--- config.mk ---
export PLATFORM = sky130hd
export DESIGN_NAME = pipe_ctrl
export DESIGN_NICKNAME = d
export VERILOG_FILES = /design/src/rtl/pipe_ctrl.sv
export SDC_FILE = /design/constraint.sdc
export NUM_CORES = 1
export LEC_CHECK = 0
export CAP_MARGIN = 20
export CORE_MARGIN = 2
export CORE_UTILIZATION = 35
export DETAILED_ROUTE_END_ITERATION = 8
export GPL_TIMING_DRIVEN = 0
export SLEW_MARGIN = 20
export SYNTH_ARGS = -nofsm -noshare
export SYNTH_HDL_FRONTEND = slang
export SYNTH_SLANG_ARGS = --single-unit
--- constraint.sdc ---
create_clock -name clk -period 3.95 [get_ports clk]
set_input_delay 0.79 -clock clk [delete_from_list [all_inputs] [get_ports clk]]
set_output_delay 0.79 -clock clk [all_outputs]
set_load 0.02 [all_outputs]
--- src/rtl/pipe_ctrl.sv ---
`default_nettype none
// +------------------------------------------------------------------------+
// | Module      : pipe_ctrl                                                |
// | Description : Pipeline control for the 5-stage MIPS core. Merges stage |
// |               stall requests, sequences exception/ERET flushes (held   |
// |               off while a data-bus transaction is in flight), supplies |
// |               the redirect PC, and keeps a stall watchdog and a stall  |
// |               cycle counter.                                           |
// | Revision    : 1.0 - initial release                                    |
// +------------------------------------------------------------------------+
module pipe_ctrl #(
  parameter logic [31:0] EXC_VECTOR    = 32'h0000_0020,
  parameter logic [31:0] ERET_CODE     = 32'h0000_000e,
  parameter int unsigned FLUSH_CYCLES  = 1,
  parameter int unsigned STALL_TIMEOUT = 1024
) (
  input  logic        clk,
  input  logic        rst,
  input  logic        stallreq_if_i,
  input  logic        stallreq_id_i,
  input  logic        stallreq_ex_i,
  input  logic        stallreq_mem_i,
  input  logic        bus_busy_i,
  input  logic [31:0] excepttype_i,
  input  logic [31:0] cp0_epc_i,
  output logic [5:0]  stall_o,
  output logic        flush_o,
  output logic [31:0] new_pc_o,
  output logic        stall_timeout_o,
  output logic [31:0] stall_cycles_o
);

  localparam int unsigned FC_W = (FLUSH_CYCLES > 1) ? $clog2(FLUSH_CYCLES + 1) : 1;
  localparam int unsigned WD_W = $clog2(STALL_TIMEOUT);
  localparam logic [FC_W-1:0] FC_INIT = FC_W'(FLUSH_CYCLES - 1);
  localparam logic [FC_W-1:0] FC_ONE  = FC_W'(1);
  localparam logic [WD_W-1:0] WD_MAX  = WD_W'(STALL_TIMEOUT - 1);
  localparam logic [5:0] STALL_ALL = 6'b011111;

  typedef enum logic [1:0] {
    ST_RUN      = 2'd0,
    ST_WAIT_BUS = 2'd1,
    ST_FLUSH    = 2'd2
  } state_t;

  state_t            state_q, state_d;
  logic [FC_W-1:0]   fcnt_q, fcnt_d;
  logic [31:0]       exc_q, exc_d;
  logic [31:0]       epc_q, epc_d;
  logic [31:0]       new_pc_q, new_pc_d;
  logic [WD_W-1:0]   wd_q, wd_d;
  logic              timeout_q, timeout_d;
  logic [31:0]       cycles_q, cycles_d;

  logic [5:0]        stall_vec;
  logic              flush_now;
  logic              flush_start;
  logic [31:0]       redirect_pc;

  // Next-state, flush sequencing and combinational stall/flush outputs.
  always_comb begin
    state_d     = state_q;
    fcnt_d      = fcnt_q;
    exc_d       = exc_q;
    epc_d       = epc_q;
    new_pc_d    = new_pc_q;
    stall_vec   = 6'b000000;
    flush_now   = 1'b0;
    flush_start = 1'b0;
    redirect_pc = new_pc_q;

    unique case (state_q)
      ST_RUN: begin
        if (excepttype_i != 32'd0) begin
          if (bus_busy_i) begin
            // Bus cannot be aborted: freeze the pipe and remember the first exception.
            stall_vec = STALL_ALL;
            exc_d     = excepttype_i;
            epc_d     = cp0_epc_i;
            state_d   = ST_WAIT_BUS;
          end else begin
            flush_start = 1'b1;
            redirect_pc = (excepttype_i == ERET_CODE) ? cp0_epc_i : EXC_VECTOR;
          end
        end else if (stallreq_mem_i) begin
          stall_vec = 6'b011111;
        end else if (stallreq_ex_i) begin
          stall_vec = 6'b001111;
        end else if (stallreq_id_i) begin
          stall_vec = 6'b000111;
        end else if (stallreq_if_i) begin
          stall_vec = 6'b000011;
        end
      end
      ST_WAIT_BUS: begin
        if (bus_busy_i) begin
          stall_vec = STALL_ALL;
        end else begin
          flush_start = 1'b1;
          redirect_pc = (exc_q == ERET_CODE) ? epc_q : EXC_VECTOR;
        end
      end
      ST_FLUSH: begin
        flush_now = 1'b1;
        fcnt_d    = fcnt_q - FC_ONE;
        if (fcnt_q == FC_ONE) begin
          state_d = ST_RUN;
        end
      end
      default: begin
        state_d = ST_RUN;
      end
    endcase

    if (flush_start) begin
      flush_now = 1'b1;
      new_pc_d  = redirect_pc;
      if (FLUSH_CYCLES > 1) begin
        state_d = ST_FLUSH;
        fcnt_d  = FC_INIT;
      end else begin
        state_d = ST_RUN;
      end
    end

    // Reset dominates the outputs even in the cycle it is sampled.
    if (rst) begin
      stall_vec   = 6'b000000;
      flush_now   = 1'b0;
      redirect_pc = 32'd0;
    end
  end

  // Watchdog and stall-cycle counters, both saturating.
  always_comb begin
    wd_d      = wd_q;
    timeout_d = timeout_q;
    cycles_d  = cycles_q;
    if (stall_vec != 6'b000000) begin
      if (wd_q == WD_MAX) begin
        timeout_d = 1'b1;
      end else begin
        wd_d = wd_q + 1'b1;
      end
      if (cycles_q != 32'hffff_ffff) begin
        cycles_d = cycles_q + 32'd1;
      end
    end else begin
      wd_d = '0;
    end
  end

  // State register with synchronous reset.
  always_ff @(posedge clk) begin
    if (rst) begin
      state_q   <= ST_RUN;
      fcnt_q    <= '0;
      exc_q     <= 32'd0;
      epc_q     <= 32'd0;
      new_pc_q  <= 32'd0;
      wd_q      <= '0;
      timeout_q <= 1'b0;
      cycles_q  <= 32'd0;
    end else begin
      state_q   <= state_d;
      fcnt_q    <= fcnt_d;
      exc_q     <= exc_d;
      epc_q     <= epc_d;
      new_pc_q  <= new_pc_d;
      wd_q      <= wd_d;
      timeout_q <= timeout_d;
      cycles_q  <= cycles_d;
    end
  end

  assign stall_o         = stall_vec;
  assign flush_o         = flush_now;
  assign new_pc_o        = redirect_pc;
  assign stall_timeout_o = timeout_q;
  assign stall_cycles_o  = cycles_q;

endmodule
`default_nettype wire
# == After elaboration in Yosys (flattened, before gate mapping) ==
# Index checks and enable logic that the tools add are counted.
# totals
reg_bits,142
input_bits,71
out_inout_bits,72
word_cells,56
# classes
add_sub_neg,3
n_eq_ne,9
mux,25
bitwise_logic,2
n_reduce_logical,9
# ops
op,n
32-bit two-way mux,6
"32-bit by 4-bit == test with 1-bit output, second input constant",2
32-bit one-hot mux with 2 select lines,1
"32-bit by 1-bit adder with 32-bit output, second input constant",1
"32-bit inequality test, second input constant",1
32-bit nonzero test,1
6-bit two-way mux,2
6-bit one-hot mux with 2 select lines,1
"10-bit by 1-bit adder with 10-bit output, second input constant",1
"10-bit == test, second input constant",1
5-bit two-way mux,2
2-bit two-way mux,4
"2-bit inequality test, second input constant",3
2-bit one-hot mux with 3 select lines,1
6-bit nonzero test,1
1-bit two-way mux,5
4-bit two-way mux,1
2-bit AND reduction,2
4-bit AND reduction,1
2-bit OR reduction,2
3-bit two-way mux,1
3-bit AND reduction,1
"2-bit by 1-bit == test with 1-bit output, second input constant",1
"2-bit == test, second input constant",1
4 further kinds,5

# == Logic depth before layout (Yosys ltp) ==
# depth
word_depth,10
depth_mapped,9
ltp_nobuf,8

# == Least setup slack after synthesis ==
# OpenSTA, ideal clock, no wires.
# synth_timing
kind,input to output
start,input excepttype_i[18]
end,output new_pc_o[22]
arrival_time_ns,2.898
required_ns,3.160
path_slack_ns,0.262
path_stages,7
n_path_buf,1
path_cell_list,nor4_1 > nand4_1 > or3_1 > nand2_1 > clkbuf_1 > a221oi_1 > a311oi_1
# synth_via
elab_chain_len,6
elab_cells_between_ends,7
classes_between,eq/ne: 1; mux: 5; reduce/logical: 1
# synth_lines
item,line,source
start: declaration,24,"input logic [31:0] excepttype_i,"
32-bit by 4-bit == test with 1-bit output,83,redirect_pc = (excepttype_i == ERET_CODE) ? cp0_epc_i : EXC_VECTOR;
32-bit two-way mux,83,
32-bit two-way mux,75,if (bus_busy_i) begin
32-bit two-way mux *,74,if (excepttype_i != 32'd0) begin
32-bit one-hot mux with 2 select lines *,72,unique case (state_q)
32-bit two-way mux *,127,if (rst) begin
end: declaration,28,"output logic [31:0] new_pc_o,"
# Every way passes the cells marked *; elsewhere a longest branch is shown, timed or not.

# == Worst setup path after layout ==
# layout_timing
start,input excepttype_i[1]
end,output new_pc_o[27]
# Same word-level chain as after synthesis.

==> flow_summary.yaml <==
critical_path:
  r2r-start: "stall_cycles_o[0]"
  cp-end-kind: "output pin"
  path_cells: "clkdlybuf4s50_1 > or3_4 > or3_4 > nand2_8 > clkbuf_16 > a221oi_1 > a311oi_1 > buf_2"
  crit_path_frequent_cell: "or3_4"
  critPathBufInv: 3
  crit_path_max_incr_delay_ns: 0.48
  cp-start-kind: "primary input"
  critPathArrivalTime_ns: 3.11
  reg2reg_setup_slack_ns: 0.94
  reg2reg_depth: 9
  crit_fanout: 7
  cp_data_required_time_ns: 3.16
  cpLargestDelayFamily: "simple AND/OR/NAND/NOR gates"
  critical_path.slowest_cell: "clkdlybuf4s50_1"
  worst-setup-path-type: "in -> out"
  timing.rr.end: "stall_cycles_o[20]"
global_route:
  antenna_found_initial: 1
  grt_pass1_wl_mm: 32.6
  grtUsageMet2_pct: 31.1
  grt_max_degree: 19
  grt_use_total_pct: 20.9
  met1_usage_pct: 29.6
  grt-busiest-layer: "met2"
  grt_pass1_vias: 6267
  grt_use_met3_pct: 5.11
  grt-ovfl-total: 0
timing:
  fmax_ghz: 0.257
  setup_viol: 0
  fin_worst_skew_ns: 0.00824
  slew_headroom_pct: 31.4
  fin_tns_setup_ns: 0
  worst_pin_slew_ns: 1.02
  hold_violations: 0
  slew_viol_final: 0
  min_period_ns: 3.90
  finalCritPeriodShare_pct: 98.7
synth:
  synth_area_mm2: 0.00639
  yosysUniqueCellTypes: 48
  synth_top_area_share_pct: 43.8
  yosysTopAreaCell: "dfxtp_1"
  synth_edf_count: 0
  async_flop_share_pct: 0
  synth_seq_area_share_pct: 43.8
  syn-instance-count: 801
  yosys_warnings: 0
  syn_avg_cell_area_um2: 7.98
  ys.flop_type: "dfxtp_1"
  netlist_top_cells_area: "dfxtp_1 (44%), nand2_1 (12%), a311oi_1 (8.5%)"
  syn_nets: 874
  synth-seq-cells: 140
power_and_ir_drop:
  power_per_cell_area_mw_per_mm2: 381
  vdd_ir_drop_max_uv: 266
  p_leak_nw: 3.18
clock_network:
  htreeDepth: 4
  clkTransAtPathRegs_ns: 0.05
  clock-sinks: 140
  cts_made_buffers: 17
  cts_root_buf: "clkbuf_16"
  cts_buffer_depth: 2
  clock_latency_ns: 0.42
  cts_tree: "done"
worst_hold_path:
  worstHoldPathCells: 2
  holdPathEnd: "epc_q[7]"
  min-delay-start: "epc_q[7]"
  min_path_type: "reg -> reg"
place:
  place.gp.congestion: 0.795
  placedCellCount: 1169
  hpwl_mm: 14.0
  io_buffers: 139
  placed_area_mm2: 0.00808
cells_and_area:
  drive_gt1_share_pct: 11.6
  final_area_mm2: 0.00885
  areaGrowthSynthToFinish_pct: 38.5
  final_nets: 1046
  fillers: 1805
  final_cells: 1216
floorplan:
  core-area_mm2: 0.0180
  die_area_mm2: 0.0194
  die_h_um: 139
  pin_count: 143
  rows: 49
  die_width_um: 139
  initial_core_util_pct: 35.6
drt:
  wire_per_inst_um: 16.7
  first_pass_iters: 5
  drc: 0
  final_antenna_net_count: 0
  vias_per_cell: 5.42
  vias: 6591
  finalWirelength_mm: 20.3
  drt-initial-drc-count: 481
run_status:
  outcome: "finished clean"
run:
  cap_violations: 0
## area by class of cell
type,instances,area [um2],share of cell area [%]
tap,229,287,3.24
timing repair buffer,155,1410,15.9
sequential,140,2800,31.7
inverter,10,37.5,0.424
clock buffer,22,484,5.47
buffer,66,363,4.10
antenna,1,2.50,0.0283
clock inverter,10,65.1,0.735
multi-input combinational,583,3400,38.4
## where the power goes
part,internal [mW],switching [mW],leakage (nW)
clock network,0.866,0.619,0.268
logic,0.159,0.234,1.77
registers,1.47,0.0290,1.14
total,2.49,0.882,3.18
## cells in the final DEF (no fill, tap or decap), drive strengths merged, types with 17 or more instances in the layout
master / count
a221oi: 31
nor3: 26
xnor2: 23
a311oi: 62
clkbuf: 83
dfxtp: 140
nand2: 209
a21oi: 77
buf: 50
nand3: 26
clkdlybuf4s50: 78
nor2: 42
dlygate4sd2: 18
nor4: 17
## routing by layer
layer,up-vias,share of wire (%)
met5,-,0
met4,0,1.9
met3,23,5.6
met2,221,44
met1,3089,48
li1,3258,-
## metrics by stage
step	hold slack (ns)	worst slack (ns)	total power [mW]	util [%]
5_1_grt	0.469	-0.00292	3.51	49.3
2_1_floorplan	0.431	0.262	1.73	-
3_5_place_dp	0.447	-1.22	1.92	45.0
4_1_cts	0.454	0.000630	3.40	48.7
6_report	0.453	0.0528	3.38	49.3
3_3_place_gp	0.442	-1.17	1.92	44.9
## cell families after synthesis
family / share of synthesized area [%]
muxes: 0.803
other: 0.0587
adders and majority gates: 0.391
DFF: 43.8
AOI/OAI and AO/OA: 21.0
and+or+nand+nor: 25.6
xor gates and xnor gates: 3.56
buffers and inverters: 4.74
## cells in the mapped netlist, drive strengths merged (2+ instances only)
library cell / instances
o211a: 2
o41ai: 2
or2: 2
clkbuf: 63
and2: 4
a21oi: 77
nor2: 42
nand3b: 2
and4: 4
o21ai: 2
inv: 10
or4: 3
and3: 3
ha: 2
buf: 5
nand3: 26
nor4: 17
nand4: 15
or3: 5
o31ai: 2
xor2: 3
mux2i: 4
a221oi: 31
nor4b: 2
a311oi: 62
xnor2: 23
dfxtp: 140
nand2: 209
nor3: 26
## tightest hold or removal path, cell delays in order (launching register included)
cell	delay, ns
dfxtp_1	0.30
nand2_1	0.05
a21oi_1	0.05
## sequential cells by signal, summed over array words and instances, names as in the netlist
name	cells
wd_q	10
exc_q	32
stall_timeout_o	1
state_q	1
epc_q	32
new_pc_q	32
stall_cycles_o	32
## repair_timing
item	4_1_cts	5_1_grt
endpoints found under the setup margin	38	38
hold endpoints to repair	0	0
setup buffers	11	3
resized for setup	205	29
hold buffers	0	0
pin swaps	25	19
gates cloned	1	1
## how the worst max path moves through the flow
| stage | slack (ns) | cells past startpoint | end | from |
|---|---|---|---|---|
| after floorplan | 0.26 | 7 | new_pc_o[22] | excepttype_i[18] |
| after global placement | -1.17 | 9 | new_pc_o[30] | excepttype_i[16] |
| after detailed placement | -1.22 | 9 | new_pc_o[30] | excepttype_i[16] |
| after CTS | 0.0006 | 9 | new_pc_o[17] | excepttype_i[31] |
| after global routing | -0.003 | 11 | stall_o[1] | excepttype_i[15] |
| final | 0.05 | 8 | new_pc_o[27] | excepttype_i[1] |
(Power assumes the default switching activity.)
